==> config.mk <==
export PLATFORM = sky130hd
export DESIGN_NAME = alif_param_loader
export DESIGN_NICKNAME = d
export VERILOG_FILES = /design/src/rtl/alif_pkg.sv /design/src/rtl/alif_serial_shifter.sv /design/src/rtl/alif_param_loader.sv
export SDC_FILE = /design/constraint.sdc
export NUM_CORES = 1
export LEC_CHECK = 0
export CELL_PAD_IN_SITES_DETAIL_PLACEMENT = 0
export CELL_PAD_IN_SITES_GLOBAL_PLACEMENT = 1
export CORE_AREA = 2 2 129 131
export DETAILED_ROUTE_END_ITERATION = 6
export DIE_AREA = 0 0 131 133
export PLACE_DENSITY_LB_ADDON = 0.2
export SETUP_SLACK_MARGIN = 0.4
export SKIP_CTS_REPAIR_TIMING = 1
export SYNTH_ARGS = -nofsm -noshare
export SYNTH_HDL_FRONTEND = slang
export SYNTH_SLANG_ARGS = --single-unit
export TNS_END_PERCENT = 1
==> constraint.sdc <==
create_clock -name clk -period 3.7 [get_ports clk]
set_input_delay 0.925 -clock clk [delete_from_list [all_inputs] [get_ports clk]]
set_output_delay 0.925 -clock clk [all_outputs]
set_load 0.05 [all_outputs]
==> src/rtl/alif_pkg.sv <==
// Shared types and constants for the ALIF parameter loader.
// Optional checksum byte: define ALIF_PARAM_CHECKSUM_EN.
package alif_pkg;

  localparam int PARAM_W = 8;

  typedef enum logic [1:0] {
    ST_IDLE,
    ST_SHIFT,
    ST_CHECK,
    ST_WAIT_LOW
  } state_t;

  localparam int IDX_THRESH      = 0;
  localparam int IDX_LEAK        = 1;
  localparam int IDX_ADAPT_INC   = 2;
  localparam int IDX_ADAPT_DECAY = 3;
  localparam int IDX_REFRAC      = 4;
  localparam int IDX_WEIGHT      = 5;

endpackage

==> src/rtl/alif_serial_shifter.sv <==
// MSB-first 8-bit deserialiser with a 3-bit bit counter.
// byte_valid pulses on the sampling cycle that completes a byte.
import alif_pkg::*;

module alif_serial_shifter (
  input  logic               clk,
  input  logic               reset,
  input  logic               clear,
  input  logic               enable,
  input  logic               serial_in,
  output logic               byte_valid,
  output logic [PARAM_W-1:0] byte_out,
  output logic               last_bit
);

  logic [PARAM_W-2:0] r_sr;
  logic [2:0]         r_cnt;
  logic [PARAM_W-2:0] w_sr;
  logic [2:0]         w_cnt;

  // clear acts before the shift so a new frame can sample its first bit
  assign w_sr       = clear ? '0 : r_sr;
  assign w_cnt      = clear ? '0 : r_cnt;
  assign byte_out   = {w_sr, serial_in};
  assign byte_valid = enable && (w_cnt == 3'd7);
  assign last_bit   = (r_cnt == 3'd7);

  always_ff @(posedge clk or posedge reset) begin
    if (reset) begin
      r_sr  <= '0;
      r_cnt <= '0;
    end else if (enable) begin
      r_sr  <= byte_out[PARAM_W-2:0];
      r_cnt <= w_cnt + 3'd1;
    end else if (clear) begin
      r_sr  <= '0;
      r_cnt <= '0;
    end
  end

endmodule

==> src/rtl/alif_param_loader.sv <==
// Framed serial parameter loader with shadow bank and atomic commit.
// Optional trailing XOR checksum byte: define ALIF_PARAM_CHECKSUM_EN.
import alif_pkg::*;

module alif_param_loader #(
  parameter int PARAM_COUNT = 6,
  parameter logic [PARAM_COUNT*PARAM_W-1:0] DEFAULT_PARAMS =
    48'h40_03_08_02_05_7F
) (
  input  logic                           clk,
  input  logic                           reset,
  input  logic                           enable,
  input  logic                           load_mode,
  input  logic                           serial_data,
  output logic [PARAM_COUNT*PARAM_W-1:0] param_bus,
  output logic                           params_ready,
  output logic                           load_busy,
  output logic                           frame_error
);

`ifdef ALIF_PARAM_CHECKSUM_EN
  localparam int NBYTES = PARAM_COUNT + 1;
`else
  localparam int NBYTES = PARAM_COUNT;
`endif
  localparam int IDXW = $clog2(NBYTES + 1);

  state_t r_state;
  state_t w_next;

  logic w_start;
  logic w_sample;
  logic w_clear;
  logic w_abort;
  logic w_check;
  logic w_check_ok;
  logic w_last;

  logic               w_byte_valid;
  logic [PARAM_W-1:0] w_byte;
  logic               w_bit7;

  logic [IDXW-1:0]    r_byte_idx;
  logic [PARAM_W-1:0] r_shadow [PARAM_COUNT];
  logic [PARAM_COUNT*PARAM_W-1:0] r_param_bus;
  logic               r_ready;
  logic               r_ferr;

  alif_serial_shifter u_shift (
    .clk       (clk),
    .reset     (reset),
    .clear     (w_clear),
    .enable    (w_sample),
    .serial_in (serial_data),
    .byte_valid(w_byte_valid),
    .byte_out  (w_byte),
    .last_bit  (w_bit7)
  );

  assign w_last = w_bit7 &&
    (r_byte_idx == IDXW'(NBYTES - 1));

  always_ff @(posedge clk or posedge reset) begin
    if (reset) r_state <= ST_IDLE;
    else       r_state <= w_next;
  end

  always_comb begin
    w_next   = r_state;
    w_start  = 1'b0;
    w_sample = 1'b0;
    w_clear  = 1'b0;
    w_abort  = 1'b0;
    w_check  = 1'b0;
    if (enable) begin
      unique case (r_state)
        ST_IDLE: begin
          if (load_mode) begin
            w_start  = 1'b1;
            w_clear  = 1'b1;
            w_sample = 1'b1;
            w_next   = ST_SHIFT;
          end
        end
        ST_SHIFT: begin
          if (load_mode) begin
            w_sample = 1'b1;
            if (w_last) w_next = ST_CHECK;
          end else begin
            w_abort = 1'b1;
            w_clear = 1'b1;
            w_next  = ST_IDLE;
          end
        end
        ST_CHECK: begin
          w_check = 1'b1;
          w_next  = ST_WAIT_LOW;
        end
        ST_WAIT_LOW: begin
          if (!load_mode) w_next = ST_IDLE;
        end
        default: w_next = ST_IDLE;
      endcase
    end
  end

`ifdef ALIF_PARAM_CHECKSUM_EN
  // running XOR over parameters and checksum: zero means match
  logic [PARAM_W-1:0] r_csum;

  always_ff @(posedge clk or posedge reset) begin
    if (reset)             r_csum <= '0;
    else if (w_start)      r_csum <= '0;
    else if (w_byte_valid) r_csum <= r_csum ^ w_byte;
  end

  assign w_check_ok = (r_csum == '0);
`else
  assign w_check_ok = 1'b1;
`endif

  always_ff @(posedge clk or posedge reset) begin
    if (reset) begin
      r_byte_idx  <= '0;
      r_param_bus <= DEFAULT_PARAMS;
      r_ready     <= 1'b0;
      r_ferr      <= 1'b0;
      for (int i = 0; i < PARAM_COUNT; i++)
        r_shadow[i] <= '0;
    end else begin
      if (w_start) begin
        r_byte_idx <= '0;
        r_ferr     <= 1'b0;
      end
      if (w_byte_valid) begin
        if (r_byte_idx < IDXW'(PARAM_COUNT))
          r_shadow[r_byte_idx] <= w_byte;
        r_byte_idx <= r_byte_idx + 1'b1;
      end
      if (w_abort) begin
        r_ferr     <= 1'b1;
        r_byte_idx <= '0;
        for (int i = 0; i < PARAM_COUNT; i++)
          r_shadow[i] <= '0;
      end
      if (w_check) begin
        if (w_check_ok) begin
          r_ready <= 1'b1;
          for (int i = 0; i < PARAM_COUNT; i++)
            r_param_bus[(PARAM_COUNT-i)*PARAM_W-1 -: PARAM_W]
              <= r_shadow[i];
        end else begin
          r_ferr <= 1'b1;
        end
      end
    end
  end

  assign load_busy    = (r_state == ST_SHIFT) ||
                        (r_state == ST_CHECK);
  assign params_ready = r_ready && !load_busy;
  assign frame_error  = r_ferr;
  assign param_bus    = r_param_bus;

endmodule

==> Word-level counts from Yosys, hierarchy flattened <==
Index checks and enable logic that the tools add are counted.
{ "totals": {"ff_bits": 113, "inputBits": 5, "out_inout_bits": 51} }
{ "classes": {"addsub": 2, "n_lt_le_gt_ge": 3, "eq_ne": 9, "mux": 32, "n_bitwise": 1, "reduce_logical": 14} }
{ "ops": {"columns": ["op", "count"], "rows": [
  ["$mux 48", 3],
  ["$bwmux 48", 1],
  ["$demux 8 s3", 1],
  ["$mux 3", 5],
  ["$mux 7", 2],
  ["$mux 1", 13],
  ["$eq 3x3->1 const B", 3],
  ["$mux 2", 4],
  ["$mux 8", 1],
  ["$pmux 2 s4", 1],
  ["$add 3x1->3 const B", 2],
  ["$reduce_bool 2->1", 3],
  ["$eq 2x2->1 const B", 2],
  ["$ge 4x4->1 const B", 1],
  ["$logic_and 1x1->1", 4],
  ["$lt 4x1->1 const B", 1],
  ["$ne 2x2->1 const B", 2],
  ["$not 3->4", 1],
  ["$reduce_and 4->1", 1],
  ["$lt 3x3->1 const B", 1],
  ["$ne 3x3->1 const B", 1],
  ["$reduce_bool 3->1", 1],
  ["$eq 2x1->1 const B", 1],
  ["$logic_not 2->1", 1],
  ["5 further kinds", 5]
]} }

==> Depth between registers and ports, before layout <==
Gate-level depths: netlist of run 1.
{ "depth": {"word_depth": 9, "ltp_mapped": 14, "depth_no_buf": 11} }

==> Modules after synthesis <==
Synthesis of run 1 repeated with hierarchy kept, for this count alone.
{ "unflattened": {"cells_unflattened": 383, "area_unflattened_um2": 4800.9} }
{ "modules_own_cells": {"columns": ["module", "instances", "cells_per_inst", "area_each_um2", "seq_area_each_um2"], "rows": [
  ["alif_param_loader", 1, 339, 4291.6, 2595.0],
  ["alif_serial_shifter", 1, 44, 509.2, 250.2]
]} }

==> Worst setup path after synthesis of run 1 <==
OpenSTA, ideal clock, no wires.
{ "synth_path": {"path_type": "in2reg", "startpoint": "input port load_mode", "endpoint": "register r_shadow[25] (netlist bit)", "setup_ns": 0.122, "arrival_time_ns": 2.934, "setup_slack_ns": 0.645, "cell_stages": 11, "n_path_buf": 2, "path_cell_list": "buf_6 mux2_2 and2_0 clkbuf_1 nor2_1 ha_1 ha_1 o2111ai_4 nor3_1 nor2_1 a32o_1"} }
{ "synth_via": {"elab_chain_cells": 8} }
{ "synth_lines": {"columns": ["item", "line", "rtl"], "rows": [
  ["from (decl)", "alif_param_loader.sv:13", "input logic load_mode,"],
  ["$mux 1, on equally long branches", "alif_param_loader.sv:86, alif_param_loader.sv:78", null],
  ["$pmux 1 s2", "alif_param_loader.sv:76", "unique case (r_state)"],
  ["$mux 1", "alif_param_loader.sv:75", "if (enable) begin"],
  ["$mux 3 or $mux 7 (tied branches)", null, null],
  ["$eq 3x3->1 or $bwmux 48 (tied branches)", "alif_serial_shifter.sv:25, alif_param_loader.sv:137", null],
  ["$logic_and 1x1->1 or $mux 48 (tied branches)", "alif_serial_shifter.sv:25, alif_param_loader.sv:136", null],
  ["$reduce_bool 2->1 (no line) or $mux 48 (tied branches)", null, null],
  ["$reduce_and 2->1 (no line) or $mux 48 (tied branches)", null, null],
  ["to (signal, indexed assignment)", "alif_param_loader.sv:137", "r_shadow[r_byte_idx] <= w_byte;"],
  ["to (decl)", "alif_param_loader.sv:44", "logic [PARAM_W-1:0] r_shadow [PARAM_COUNT];"]
]} }
Several ways; a longest one is shown, not always the timed one. The select of a mux whose other input is x is not followed.
A chain may end at the register's enable or synchronous reset.

==> Worst setup path after layout of run 1 <==
{ "layout_path": {"startpoint": "input port load_mode", "endpoint": "register r_shadow[43] (netlist bit)"} }
The elaborated chain is that of the path after synthesis.

==> impl_metrics.py, run 1 <==
metrics = {
    "run_status": {
        "outcome": "completed",
    },
    "clock_network": {
        "clockBufferDepth": 2,
        "clk_pin_slew_worst_paths_ps": 50,
        "cts_tree": "built",
        "insertion_delay_ps": 410,
        "h-tree-depth": 4,
        "cts_buffers": 17,
        "cts_root_buf": "clkbuf_16",
        "clkSinkCount": 113,
    },
    "worst_setup_path": {
        "required_ps": 4040,
        "start_kind": "input port",
        "crit_path_end_kind": "flip-flop",
        "crit_fanout": 8,
        "crit_type": "in -> reg",
        "critPathArrivalTime_ps": 3500,
    },
    "sta": {
        "max-slew-margin-rel_pct": 60.2,
        "finalHoldViolCount": 0,
        "max_freq_mhz": 316,
        "fin_skew_ps": 6.85,
        "worst_pin_slew_ps": 597,
        "rsz0062_at_grt": "false",
        "report.final.setup_viol": 0,
        "fin_crit_ps": 3160,
        "fin_crit_sh_pct": 85.5,
        "slew_viol_final": 0,
        "setup_tns_ps": 0,
    },
    "drt": {
        "num_vias": 3049,
        "viasPerCell": 4.64,
        "drt_wl_total_um": 10600,
        "drc_errors": 0,
        "antenna_left": 0,
        "drt_pre_antenna_iters": 6,
        "drt_iter0_drc": 160,
        "wl_per_cell_um": 16.1,
    },
    "floorplan": {
        "core_area_um2": 16200,
        "die_area_um2": 17400,
        "die_width_um": 131,
        "fp.dieH_um": 133,
        "start_util_pct": 29.4,
        "io_pins": 56,
        "num_rows": 47,
    },
    "cells_and_area": {
        "instances_no_fill": 657,
        "diodes": 0,
        "final_common_cell": "dfrtp_1",
        "fill_cells": 1525,
        "synthToLayoutAreaGrowth_pct": 28.5,
        "final_cell_mix": "dfrtp_1, clkdlybuf4s50_1, mux2_2",
        "fin_nets": 438,
        "drive_above_1_share_pct": 27.5,
    },
    "placement": {
        "dp_cells": 624,
        "port_buffers": 55,
        "hpwlAfterDp_um": 7080,
        "place_congestion": 0.755,
    },
    "power_and_ir_drop": {
        "p_int_mw": 2.36,
        "power_frac_clock_pct": 46.7,
        "powerDensity_nw_per_um2": 527,
        "pwr-share-seq_pct": 41.4,
        "p_sw_mw": 0.865,
        "leakage_nw": 2.73,
        "p_comb_share_pct": 11.9,
        "irDropWorstVdd_uv": 360,
        "swShare_pct": 26.9,
    },
    "global_routing": {
        "grt_first_pass_wirelength_um": 17300,
        "grt_max_degree": 63,
        "grt_pass1_vias": 3160,
        "antenna_found_initial": 0,
        "overflow": 0,
        "grtUsageTotal_pct": 13.2,
    },
    "flow_run": {
        "max-cap-violations": 0,
    },
    "synthesis": {
        "ys_seq_area_share_pct": 59.9,
        "ys_types": 38,
        "synth_edf_count": 0,
        "netlist_area_um2": 4750,
        "synth_top_flop_cell": "dfrtp_1",
        "synth_seq_cells": 113,
        "syn-num-nets": 374,
        "synth_cells": 360,
        "yosys_warnings": 0,
        "syn_area_per_cell_um2": 13.2,
        "synthArstFlopShare_pct": 100,
    },
    "hold_path": {
        "hold_path.class": "reg -> reg",
    },
}
[synth_stat cells, types with 2 or more instances]
library cell / count / area [um^2]
a22o_1: 12 / 105
a32o_1: 21 / 210
mux2_4: 2 / 30.0
buf_4: 5 / 37.5
buf_2: 10 / 50.1
nor2_2: 2 / 12.5
mux2_2: 49 / 552
buf_6: 4 / 45.0
dfrtp_1: 99 / 2480
a31oi_1: 2 / 12.5
nand2b_1: 2 / 12.5
ha_1: 9 / 113
nand2_2: 3 / 18.8
nand3_1: 16 / 80.1
a21oi_1: 12 / 60.1
nor3_1: 2 / 10.0
and2_1: 7 / 43.8
clkbuf_1: 2 / 7.51
nand2_1: 30 / 113
o21ai_0: 19 / 95.1
inv_1: 5 / 18.8
mux2i_1: 5 / 50.1
and3b_1: 3 / 26.3
nor2_1: 12 / 45.0
dfstp_2: 14 / 368
[metal layers]
metal / up-vias / share of wire [%] / GRT usage [%]
li1: 1444 / - / -
met1: 1541 / 49 / 18.1
met2: 50 / 47 / 19.8
met3: 14 / 3.4 / 4.04
met4: 0 / 1.5 / 4.43
met5: - / 0 / 0
[final cells by class]
| type | instances | area, um^2 | area share [%] |
|---|---|---|---|
| repair buffers | 66 | 662 | 10.8 |
| inverters | 5 | 22.5 | 0.369 |
| multi-input cells | 221 | 1750 | 28.7 |
| clock buffers | 21 | 460 | 7.54 |
| well taps | 220 | 275 | 4.51 |
| flip-flops and latches | 113 | 2850 | 46.6 |
| clock inverters | 11 | 88.8 | 1.46 |
[flip-flops by register name, summed over array words and instances (netlist names), named ones only]
name / count
param_bus: 48
r_shadow: 48
r_ready: 1
frame_error: 1
u_shift.r_cnt: 3
r_byte_idx: 3
r_state: 1
u_shift.r_sr: 7
[per-stage QoR]
step                utilization [%]  instance area (um^2)  setup WS, ps  hold slack [ps]  power (mW)
floorplan                         -                  4760           645              426        1.63
global placement               34.3                  5540           105              442        1.73
detailed placement             34.3                  5540          42.5              445        1.74
CTS                            37.7                  6090           444              461        3.26
global route                   37.7                  6100           394              474        3.36
finish                         37.7                  6100           538              455        3.22
[worst paths after layout]
kind / start / cells after the start / to / slack, ps
max: load_mode / 12 / r_shadow[43]$_DFFE_PP0P_ / 540
min: r_ready$_DFFE_PP0P_ / 1 / r_ready$_DFFE_PP0P_ / 450
max reg2reg: r_state[0]$_DFFE_PP0P_ / 13 / r_shadow[43]$_DFFE_PP0P_ / 700
min reg2reg: r_ready$_DFFE_PP0P_ / 1 / r_ready$_DFFE_PP0P_ / 450
max in group asynchronous: reset / 3 / param_bus[46]$_DFFE_PP1P_ / 2000
min in group asynchronous: reset / 2 / param_bus[26]$_DFFE_PP0P_ / 890
[kinds of logic (layout without fill, tap and decap cells)]
logic type	after synthesis	after routing	share of synthesized area [%]
mux	56	56	13.3
simple gates	87	87	10.1
flops	113	113	59.9
buf+inv	26	103	3.34
fa+ha+maj	9	9	2.37
compound gates	69	69	11.1
[critical path, stage by stage]
cell and delay, ps:
clkdlybuf4s50_1 500, mux2_2 380, and2_0 180, nor2_1 100, ha_1 160, ha_2 220, o2111a_1 220, buf_6 170
nor2_8 60, nor4_4 210, buf_4 190, a32o_1 170
[power groups by stage]
stage | logic, mW | clock network [mW] | registers [mW]
floorplan | 0.283 | 0 | 1.35
global placement | 0.379 | 0 | 1.36
detailed placement | 0.384 | 0 | 1.36
CTS | 0.385 | 1.54 | 1.33
global route | 0.423 | 1.60 | 1.34
finish | 0.384 | 1.50 | 1.33
Note: power is estimated with default switching activity, not from simulation.
==> run 2, diff against run 1 <==
PLACE_DENSITY_LB_ADDON = 0.1   (was 0.2)
==> run 2 against run 1 <==
- total power up 2.5%
- global-route usage rose by 0.46 points
- sequential power is essentially flat
- final cell count unchanged
- clock power increased by 5%
- register-to-register slack barely moved
- cell area rose by 0.59%
- flip-flop and latch count did not move
- first-iteration DRC count grew 1.9%
- non-clock buffer count unchanged
==> impl_metrics.py, run 2 (synthesis results as in run 1) <==
metrics = {
    "worst_setup_path": {
        "crit_chain": "clkdlybuf4s50_1 > mux2_2 > and2_0 > nor2_1 > ha_1 > ha_1 > o2111a_1 > buf_4 > nor2_8 > nor4_4 > buf_4 > a32o_1",
        "cpMaxStageDelayCell": "clkdlybuf4s50_1",
        "cp_num_buf_inv": 3,
        "r2r-end": "r_shadow[44]$_DFFE_PP0P_",
        "crit_path_end_kind": "flip-flop",
        "r2r_start": "r_state[0]$_DFFE_PP0P_",
        "r2r_slack_ps": 690,
        "cp_top_family": "buffers and inverters",
        "max_stage_delay_ps": 490,
        "crit_type": "in -> reg",
        "crit_fanout": 9,
        "startpoint": "load_mode",
        "critPathArrivalTime_ps": 3490,
        "required_ps": 4050,
        "rr_worst_depth": 13,
        "start_kind": "input port",
    },
    "power_and_ir_drop": {
        "p_comb_share_pct": 11.7,
        "pwr-share-seq_pct": 40.5,
        "power_frac_clock_pct": 47.8,
        "p_int_mw": 2.43,
        "leakage_nw": 2.75,
        "p_sw_mw": 0.872,
        "swShare_pct": 26.4,
        "powerDensity_nw_per_um2": 537,
        "irDropWorstVdd_uv": 343,
    },
    "sta": {
        "worst_pin_slew_ps": 761,
        "slew_viol_final": 0,
        "rsz0062_at_grt": "true",
        "fin_crit_sh_pct": 84.8,
        "finalHoldViolCount": 0,
        "setup_tns_ps": 0,
        "max-slew-margin-rel_pct": 49.2,
        "fin_skew_ps": 5.91,
        "fin_crit_ps": 3140,
        "max_freq_mhz": 319,
        "report.final.setup_viol": 0,
    },
    "cells_and_area": {
        "final_common_cell": "dfrtp_1",
        "final_core_util_pct": 38.0,
        "diodes": 0,
        "final_cell_mix": "dfrtp_1, clkdlybuf4s50_1, mux2_2",
        "fin_nets": 438,
        "design_area_um2": 6140,
        "instances_no_fill": 657,
        "synthToLayoutAreaGrowth_pct": 29.2,
        "drive_above_1_share_pct": 27.2,
        "fill_cells": 1556,
    },
    "flow_run": {
        "max-cap-violations": 0,
    },
    "clock_network": {
        "insertion_delay_ps": 410,
        "clockBufferDepth": 2,
        "clk_pin_slew_worst_paths_ps": 50,
        "clkSinkCount": 113,
        "cts_root_buf": "clkbuf_16",
        "cts_buffers": 17,
        "h-tree-depth": 4,
        "cts_tree": "built",
    },
    "placement": {
        "hpwlAfterDp_um": 7470,
        "place_congestion": 0.751,
        "placed_area_um2": 5550,
        "dp_cells": 624,
        "port_buffers": 55,
    },
    "floorplan": {
        "core_area_um2": 16200,
        "fp.dieH_um": 133,
        "die_width_um": 131,
        "io_pins": 56,
        "start_util_pct": 29.4,
        "die_area_um2": 17400,
        "num_rows": 47,
    },
    "drt": {
        "viasPerCell": 4.56,
        "num_vias": 2997,
        "drt_wl_total_um": 10800,
        "antenna_left": 0,
        "drt_pre_antenna_iters": 4,
        "drc_errors": 0,
        "drt_iter0_drc": 163,
        "wl_per_cell_um": 16.5,
    },
    "hold_path": {
        "hold_depth": 1,
        "whs_endpoint": "r_ready$_DFFE_PP0P_",
        "hold_path.class": "reg -> reg",
        "hp-start": "r_ready$_DFFE_PP0P_",
    },
    "global_routing": {
        "grt_max_degree": 41,
        "overflow": 0,
        "grtUsageTotal_pct": 13.7,
        "grt_first_pass_wirelength_um": 17900,
        "antenna_found_initial": 0,
        "grt_pass1_vias": 3140,
    },
    "run_status": {
        "outcome": "completed",
    },
}
## run 2: worst max-delay path by stage
stage	endpoint	cells after the start	slack, ps
after global placement	r_shadow[46]$_DFFE_PP0P_	11	150
after global routing	r_shadow[44]$_DFFE_PP0P_	12	400
after detailed placement	r_shadow[43]$_DFFE_PP0P_	11	110
after CTS	r_shadow[43]$_DFFE_PP0P_	11	530
after floorplan	r_shadow[25]$_DFFE_PP0P_	11	640
final	r_shadow[44]$_DFFE_PP0P_	12	560
## run 2: layer usage
metal / share of wire [%] / vias up / GRT usage (%) / routed length, um
met4: 1.6 / 0 / 5.14 / 168
met5: 0 / - / 0 / 0
li1: - / 1439 / - / -
met1: 51 / 1493 / 19.6 / 5480
met2: 45 / 51 / 19.2 / 4820
met3: 3.4 / 14 / 4.33 / 369
## run 2: area by class of cell
| class | instances | area, um^2 | area share (%) |
|---|---|---|---|
| Inverter | 5 | 22.5 | 0.367 |
| Tap cell | 220 | 275 | 4.48 |
| Sequential cell | 113 | 2850 | 46.3 |
| Clock buffer | 22 | 464 | 7.56 |
| Clock inverter | 10 | 110 | 1.79 |
| Multi-Input combinational cell | 221 | 1750 | 28.5 |
| Timing Repair Buffer | 66 | 671 | 10.9 |
## run 2: stage by stage
stage | setup slack (ps) | hold slack [ps] | power (mW)
after CTS | 534 | 469 | 3.35
final | 562 | 464 | 3.30
after floorplan | 645 | 426 | 1.63
after global placement | 151 | 446 | 1.74
after global routing | 398 | 505 | 3.47
after detailed placement | 106 | 450 | 1.75
## run 2: power groups by stage
stage / logic (mW) / clock network (mW) / registers, mW
2_1_floorplan: 0.283 / 0 / 1.35
3_3_place_gp: 0.383 / 0 / 1.36
3_5_place_dp: 0.389 / 0 / 1.36
4_1_cts: 0.391 / 1.62 / 1.34
5_1_grt: 0.438 / 1.69 / 1.34
6_report: 0.386 / 1.58 / 1.34
